<file path="src/rtl/spi_txn_scheduler.sv">
// Round-robin scheduler that shares one SPI master among three requesters.
// Each grant programs the master, starts it, tracks its selects and returns the result.
module spi_txn_scheduler #(
    parameter int SETUP_CYC = 2,
    parameter int GAP_CYC   = 4,
    parameter int TO_CYC    = 1023,
    parameter int CNT_W     = 10
) (
    input  logic        CLK,
    input  logic        RST_N,
    input  logic [2:0]  REQ,
    input  logic [23:0] TX_DATA,
    input  logic [5:0]  MODE,
    output logic [2:0]  GNT,
    output logic [2:0]  DONE,
    output logic [7:0]  RX_DATA,
    output logic        ERR,
    output logic        BUSY,
    output logic [7:0]  M_DATA,
    output logic        M_READ_MEMORY,
    output logic        M_START,
    output logic        M_CPOL,
    output logic        M_CPHA,
    output logic [2:0]  M_SS,
    input  logic [2:0]  M_SS_OUT,
    input  logic [7:0]  M_RX,
    input  logic        M_VALID_SEL
);
    typedef enum logic [2:0] {
        IDLE, LOAD, SETUP, START, WAIT_SEL, WAIT_DONE, COMPLETE, GAP
    } state_t;

    localparam logic [CNT_W-1:0] SETUP_LIM = CNT_W'(SETUP_CYC);
    localparam logic [CNT_W-1:0] GAP_LIM   = CNT_W'(GAP_CYC);
    localparam logic [CNT_W-1:0] TO_LIM    = CNT_W'(TO_CYC);

    state_t           state_reg;
    logic [CNT_W-1:0] cnt_reg;
    logic [1:0]       last_reg;
    logic [2:0]       gnt_reg;
    logic [2:0]       done_reg;
    logic             err_reg;
    logic [7:0]       rx_reg;
    logic             busy_reg;
    logic [7:0]       m_data_reg;
    logic             m_rdmem_reg;
    logic             m_start_reg;
    logic             m_cpol_reg;
    logic             m_cpha_reg;
    logic [2:0]       m_ss_reg;

    logic [7:0] tx_byte   [3];
    logic [1:0] mode_pair [3];

    genvar gi;
    generate
        for (gi = 0; gi < 3; gi++) begin : g_unpack
            assign tx_byte[gi]   = TX_DATA[8*gi +: 8];
            assign mode_pair[gi] = MODE[2*gi +: 2];
        end
    endgenerate

    function automatic logic [1:0] rr_index(input logic [1:0] base, input int off);
        int sum;
        sum = (int'(base) + off) % 3;
        return 2'(sum);
    endfunction

    // First requester found after the last winner takes the grant.
    logic       win_found;
    logic [1:0] win_idx;
    always_comb begin
        win_found = 1'b0;
        win_idx   = 2'd0;
        for (int off = 1; off <= 3; off++) begin
            if (!win_found && REQ[rr_index(last_reg, off)]) begin
                win_found = 1'b1;
                win_idx   = rr_index(last_reg, off);
            end
        end
    end

    // Saturating increment so a stuck phase can never wrap the counter.
    logic [CNT_W-1:0] cnt_inc;
    assign cnt_inc = (cnt_reg == '1) ? cnt_reg : cnt_reg + CNT_W'(1);

    always_ff @(posedge CLK) begin
        if (!RST_N) begin
            state_reg   <= IDLE;
            cnt_reg     <= '0;
            last_reg    <= 2'd2;
            gnt_reg     <= '0;
            done_reg    <= '0;
            err_reg     <= 1'b0;
            rx_reg      <= '0;
            busy_reg    <= 1'b0;
            m_data_reg  <= '0;
            m_rdmem_reg <= 1'b0;
            m_start_reg <= 1'b0;
            m_cpol_reg  <= 1'b0;
            m_cpha_reg  <= 1'b0;
            m_ss_reg    <= 3'b111;
        end else begin
            gnt_reg  <= '0;
            done_reg <= '0;
            case (state_reg)
                IDLE: begin
                    if (win_found) begin
                        gnt_reg                  <= 3'b001 << win_idx;
                        last_reg                 <= win_idx;
                        m_data_reg               <= tx_byte[win_idx];
                        {m_cpol_reg, m_cpha_reg} <= mode_pair[win_idx];
                        m_ss_reg                 <= ~(3'b100 >> win_idx);
                        m_rdmem_reg              <= 1'b1;
                        busy_reg                 <= 1'b1;
                        state_reg                <= LOAD;
                    end
                end
                LOAD: begin
                    m_rdmem_reg <= 1'b0;
                    cnt_reg     <= '0;
                    state_reg   <= SETUP;
                end
                SETUP: begin
                    cnt_reg <= cnt_inc;
                    if (cnt_inc >= SETUP_LIM) begin
                        cnt_reg     <= '0;
                        m_start_reg <= 1'b1;
                        state_reg   <= START;
                    end
                end
                START: begin
                    // Counter tracks cycles since START rose, so the timeout lands TO_CYC after it.
                    cnt_reg   <= CNT_W'(1);
                    state_reg <= WAIT_SEL;
                end
                WAIT_SEL: begin
                    cnt_reg <= cnt_inc;
                    if (M_SS_OUT == m_ss_reg) begin
                        m_start_reg <= 1'b0;
                        cnt_reg     <= '0;
                        state_reg   <= WAIT_DONE;
                    end else if (!M_VALID_SEL || cnt_inc >= TO_LIM) begin
                        m_start_reg <= 1'b0;
                        done_reg    <= 3'b001 << last_reg;
                        err_reg     <= 1'b1;
                        rx_reg      <= '0;
                        state_reg   <= COMPLETE;
                    end
                end
                WAIT_DONE: begin
                    cnt_reg <= cnt_inc;
                    if (M_SS_OUT == 3'b111) begin
                        done_reg  <= 3'b001 << last_reg;
                        err_reg   <= 1'b0;
                        rx_reg    <= M_RX;
                        state_reg <= COMPLETE;
                    end else if (cnt_inc >= TO_LIM) begin
                        done_reg  <= 3'b001 << last_reg;
                        err_reg   <= 1'b1;
                        rx_reg    <= '0;
                        state_reg <= COMPLETE;
                    end
                end
                COMPLETE: begin
                    m_ss_reg  <= 3'b111;
                    cnt_reg   <= '0;
                    state_reg <= GAP;
                end
                GAP: begin
                    cnt_reg <= cnt_inc;
                    if (cnt_inc >= GAP_LIM) begin
                        cnt_reg   <= '0;
                        busy_reg  <= 1'b0;
                        state_reg <= IDLE;
                    end
                end
                default: state_reg <= IDLE;
            endcase
        end
    end

    assign GNT           = gnt_reg;
    assign DONE          = done_reg;
    assign RX_DATA       = rx_reg;
    assign ERR           = err_reg;
    assign BUSY          = busy_reg;
    assign M_DATA        = m_data_reg;
    assign M_READ_MEMORY = m_rdmem_reg;
    assign M_START       = m_start_reg;
    assign M_CPOL        = m_cpol_reg;
    assign M_CPHA        = m_cpha_reg;
    assign M_SS          = m_ss_reg;
endmodule

</file>
<file path="config.mk">
export PLATFORM = sky130hd
export DESIGN_NAME = spi_txn_scheduler
export DESIGN_NICKNAME = d
export VERILOG_FILES = /design/src/rtl/spi_txn_scheduler.sv
export SDC_FILE = /design/constraint.sdc
export NUM_CORES = 1
export LEC_CHECK = 0
export BUFFER_PORTS_ARGS = -buffer_cell sky130_fd_sc_hd__clkbuf_2
export CAP_MARGIN = 10
export CELL_PAD_IN_SITES_DETAIL_PLACEMENT = 1
export CELL_PAD_IN_SITES_GLOBAL_PLACEMENT = 1
export CORE_ASPECT_RATIO = 0.5
export CORE_MARGIN = 2
export CORE_UTILIZATION = 37
export DETAILED_ROUTE_END_ITERATION = 10
export HOLD_SLACK_MARGIN = 0.06
export PLACE_DENSITY_LB_ADDON = 0.1
export SYNTH_ARGS = -nofsm -noshare
export SYNTH_HDL_FRONTEND = slang
export SYNTH_SLANG_ARGS = --single-unit
</file>
<file path="constraint.sdc">
create_clock -name CLK -period 3.5 [get_ports CLK]
set_clock_uncertainty 0.2 [all_clocks]
set_input_delay 0.7 -clock CLK [delete_from_list [all_inputs] [get_ports CLK]]
set_output_delay 0.7 -clock CLK [all_outputs]
set_load 0.1 [all_outputs]
</file>
Word-level counts from Yosys, hierarchy flattened --
Index checks and enable logic that the tools add are counted.
Cells by class: multiplexer cells 56, eq/ne operators 17, reductions and logical operators 22, shift-type cells 3, $add $sub $neg 4, div/mod/pow operators 3, order comparisons 7, bitwise operators 2
Operator list (number):
- $mod 32x3->32 const B | 3
- $pmux 10 s6 | 1
- $mux 8 | 6
- $mux 10 | 4
- $mux 3 | 12
- $pmux 3 s8 | 1
- $bmux 8 s2 | 1
- $pmux 8 s2 | 1
- $eq 3x3->1 const B | 5
- $mux 1 | 15
- $pmux 3 s2 | 2
- $add 10x1->10 const B | 1
- $eq 10x10->1 const B | 1
- $ge 10x10->1 const B | 1
- $ge 10x2->1 const B | 1
- $ge 10x3->1 const B | 1
- $mux 2 | 5
- $ne 2x2->1 const B | 5
- $reduce_bool 2->1 | 5
- $lt 2x3->1 const B | 3
- $reduce_and 3->1 | 3
- $pmux 1 s2 | 4
- $add 2x2->3 const B | 2
- $bmux 1 s2 | 3
- 20 further kinds | 28
Storage, ports and cells: logic and storage cells 128, bits in registers 46

Logic depth before layout (Yosys ltp) --
word-level depth 15, depth in mapped cells 10

Least setup slack after synthesis --
Ideal clock, no wire load.
path type reg2reg, start point reg cnt_reg[1], end point reg rx_reg[3] (netlist: RX_DATA[3]), arrival time 2.295 ns, path slack 0.887 ns, stages on the path, launching flop included 10, library setup time 0.118 ns, path buffers 1, cells stage by stage dfxtp_1 -> ha_1 -> nand3_2 -> or3_4 -> a21oi_2 -> a21oi_1 -> or3_4 -> a21o_1 -> buf_6 -> a32o_2
On the way: cells in the longest elaborated chain, start to end 6, elaborated cells between the ends (all ways) 8
Ends and longest elaborated chain:
- from (decl) | RTL line 38 | logic [CNT_W-1:0] cnt_reg;
- from (signal assigned) | RTL line 125 | cnt_reg <= cnt_inc;
- from (signal assigned) | RTL line 138 | cnt_reg <= cnt_inc;
- from (signal assigned) | RTL line 152 | cnt_reg <= cnt_inc;
- $add 10x1->10 or $eq 10x10->1 (tied branches) | RTL line 85 | assign cnt_inc = (cnt_reg == '1) ? cnt_reg : cnt_reg + CNT_W'(1);
- $mux 10 (*) | RTL line 85
- $ge 10x10->1 (*) | RTL line 143, 158
- $logic_or 1x1->1 | RTL line 143 | end else if (!M_VALID_SEL || cnt_inc >= TO_LIM) begin
- $ne 2x2->1 (no line)
- $reduce_and 4->1 (no line) (*)
- to (signal assigned) | RTL line 147 | rx_reg <= '0;
- to (signal assigned) | RTL line 156 | rx_reg <= M_RX;
- to (signal assigned) | RTL line 161 | rx_reg <= '0;
- to (decl) | RTL line 43 | logic [7:0] rx_reg;
Mark *: on every way between the ends. The rest lies on a longest branch, timed or not. A chain may end at the register's enable or synchronous reset.

Final worst setup path --
start point reg cnt_reg[0], end point reg cnt_reg[9]
On the way: cells in the longest elaborated chain, start to end 5, elaborated cells between the ends (all ways) 9
Ends and longest elaborated chain:
- $add 10x1->10 or $eq 10x10->1 (tied branches) | RTL line 85
- $mux 10 (*) | RTL line 85
- $ge 10x3->1 or $ge 10x2->1 (tied branches) | RTL line 172, 126
- $mux 10 (on tied branches) | RTL line 172, 126
- $pmux 10 s6 (*) | RTL line 106 | case (state_reg)
Marks and branches as above.

==> flow_metrics.env <==
export IMPL_status="completed"
export IMPL_port_buffers=77
export IMPL_die_area_sq_um=7627
export IMPL_finish_instance_area_sq_um=3134
export IMPL_antenna_found_initial=0
export IMPL_drive_above_1_share_pct=28.39
export IMPL_via_per_inst=5.779
export IMPL_clk_latency_ps=300
export IMPL_cp_cell_sequence="ha_1, nand3_2, o21ai_1, o2111ai_1, and4bb_1, a21oi_2, or4_1, a21oi_1"
export IMPL_cts_buffer_depth=2
export IMPL_via_count=2751
export IMPL_grt_pass1_wl_um=13510
export IMPL_fp_dieH_um=62.76
export IMPL_pin_count=78
export IMPL_root_buffer="clkbuf_16"
export IMPL_core_sq_um=6674
export IMPL_row_count=21
export IMPL_cts_repair_resize_count=0
export IMPL_setup_viol=0
export IMPL_gp_congestion=0.9081
export IMPL_synth_top_area_cell="dfxtp_1"
export IMPL_h_tree_depth=2
export IMPL_grt_use_total_pct=22.41
export IMPL_placed_cell_area_sq_um=2968
export IMPL_hold_depth=2
export IMPL_critPathLaunchType="flop"
export IMPL_fin_util_pct=46.96
export IMPL_ys_warn_count=0
export IMPL_diodes=0
export IMPL_routed_wl_um=8109
export IMPL_nFillCells=862
export IMPL_multi_input_area_sq_um=1445
export IMPL_grt_max_degree=29
export IMPL_largest_register_ffs=10
export IMPL_power_density_nw_per_um2=892.1
export IMPL_nets=434
export IMPL_clk_pin_slew_ps=70
export IMPL_final_cells=476
export IMPL_async_flop_share_pct=0
export IMPL_crit_arrival_ps=3240
export IMPL_grt_pass1_vias=2752
export IMPL_cp_data_required_time_ps=3520
export IMPL_slew_limit_headroom_pct=51.15
export IMPL_ys_seq_area_share_pct=36.04
export IMPL_fin_hold_ws_ps=267.5
export IMPL_critPathMaxFanout=11
export IMPL_synth_nets=367
export IMPL_initial_core_util_pct=38.28
export IMPL_regArea_sq_um=920.9
export IMPL_synth_most_common_cell="dfxtp_1"
export IMPL_dr_pass1_iters=4
export IMPL_syn_area_per_cell_sq_um=8.085
export IMPL_synth_edf_count=0
export IMPL_fmax_ghz=0.3114
export IMPL_netlist_area_sq_um=2555
export IMPL_dp_hpwl_um=5835
export IMPL_fin_tns_setup_ps=0
export IMPL_postCtsSetupBuffers=0
export IMPL_hold_buffers=0
export IMPL_slew_violations=0
export IMPL_path_depth=8
export IMPL_crit_type="reg -> reg"
export IMPL_drtIter0Drc=101
export IMPL_synth_top_area_share_pct=36.04
export IMPL_synthesis_instances=316
export IMPL_cp_num_buf_inv=0
export IMPL_leakage_nw=1.318
export IMPL_area_growth_syn_to_layout_pct=22.67
export IMPL_worst_pin_slew_ps=730.0
export IMPL_cts_sinks=46
export IMPL_slowest_stage="dfxtp_1"
export IMPL_min_path_type="reg -> reg"
export IMPL_fin_crit_sh_pct=91.76
export IMPL_hold_viol=0
export IMPL_wl_per_cell_um=17.04
export IMPL_ys_ff_latch=46
export IMPL_maxCapViolations=0
export IMPL_vdd_drop_max_uv=465.9
export IMPL_cts_tree="built"
export IMPL_synth_area_top_cells="dfxtp_1, a21oi_1, o21ai_0, nand2_1, a22oi_1"
export IMPL_end_kind="flop"
export IMPL_dieWidth_um=121.5
export IMPL_placedCellCount=468
export IMPL_overflow=0
export IMPL_rsz0062_at_grt="false"
export IMPL_cpPeakStageDelay_ps=590
export IMPL_postRouteAntennaNets=0
export IMPL_cts_buffers=5
export IMPL_rr_worst_depth=8
export IMPL_ys_top_cells_by_count="dfxtp_1, a21oi_1, nand2_1"
export IMPL_min_period_ps=3212
export IMPL_synth_top_flop_cell="dfxtp_1"
export IMPL_cp_top_family="simple AND/OR/NAND/NOR gates"
export IMPL_yosysUniqueCellTypes=62
export IMPL_drc_errors=0
[routing by layer]
| layer | track usage (%) | part of all wire, % |
|---|---|---|
| met5 | 0 | 0 |
| met4 | 9.195 | 1.7 |
| met3 | 6.204 | 5.1 |
| met2 | 36.66 | 48 |
| met1 | 27.94 | 45 |
[worst register-to-register path: stages (launching register included)]
cell and delay, ps:
dfxtp_1 590, ha_1 400, nand3_2 170, o21ai_1 300, o2111ai_1 170, and4bb_1 510
a21oi_2 200, or4_1 440, a21oi_1 150
[layout by cell type, fill, tap and decap left out, types with 2 or more instances in the layout]
| master | netlist | final |
|---|---|---|
| a21oi_1 | 40 | 40 |
| nor4_1 | 5 | 5 |
| nand3_1 | 10 | 10 |
| clkbuf_16 | 0 | 5 |
| a32o_1 | 3 | 3 |
| buf_4 | 4 | 6 |
| a21o_1 | 4 | 4 |
| nand2_1 | 29 | 29 |
| nor2b_1 | 3 | 3 |
| dfxtp_1 | 46 | 46 |
| a31o_2 | 2 | 2 |
| or3_4 | 2 | 2 |
| a21oi_2 | 2 | 2 |
| o2111ai_1 | 2 | 2 |
| nand4_1 | 4 | 4 |
| o21ai_0 | 26 | 26 |
| clkbuf_2 | 0 | 77 |
| o22ai_1 | 2 | 2 |
| mux2i_1 | 2 | 2 |
| a211oi_1 | 3 | 3 |
| a32o_2 | 5 | 5 |
| nor3_1 | 8 | 8 |
| o31ai_1 | 3 | 3 |
| xnor2_1 | 3 | 3 |
| inv_1 | 15 | 15 |
| a22oi_1 | 10 | 10 |
| a221oi_1 | 2 | 2 |
| o211ai_1 | 2 | 2 |
| and3_1 | 6 | 6 |
| nor2_1 | 18 | 18 |
| or4_1 | 2 | 2 |
| a31oi_1 | 3 | 3 |
| ha_1 | 4 | 4 |
[through the flow]
step	total power, W	setup WS, ps
floorplan	0.001906	887.1
global placement	0.002208	580.9
detailed placement	0.002240	449.2
CTS	0.002809	346.7
global route	0.002974	137.7
finish	0.002796	288.5
[final timing paths]
path               from          to  slack, ps
max          cnt_reg[0]  cnt_reg[9]        290
min                 ERR         ERR        270
max reg2reg  cnt_reg[0]  cnt_reg[9]        290
min reg2reg         ERR         ERR        270
[report_power, final]
group | switching [W] | total [W] | internal (W)
sequential | 0.000127 | 0.000759 | 0.000633
clock | 0.000221 | 0.000559 | 0.000338
combinational | 0.00111 | 0.00148 | 0.000369
[logic make-up (layout without fill, tap and decap cells)]
| group | after synthesis | in the layout | share of synthesized area (%) |
|---|---|---|---|
| AO/OA/AOI/OAI | 124 | 124 | 32.52 |
| AND/OR/NAND/NOR | 98 | 98 | 19.83 |
| flip-flops | 46 | 46 | 36.04 |
| buffers and inverters | 38 | 106 | 7.394 |
| adder cells (fa/ha/maj) | 4 | 4 | 1.959 |
| XOR/XNOR | 3 | 3 | 1.029 |
| multiplexers | 3 | 3 | 1.224 |
[area by class of cell]
class,instances,area share (%)
clock inverter,2,1.198
inverter,15,1.796
sequential,46,29.38
timing repair buffer,83,13.73
tap,92,3.673
multi-input combinational,232,46.11
clock buffer,6,4.112
Note: power is estimated with default switching activity, not from simulation.
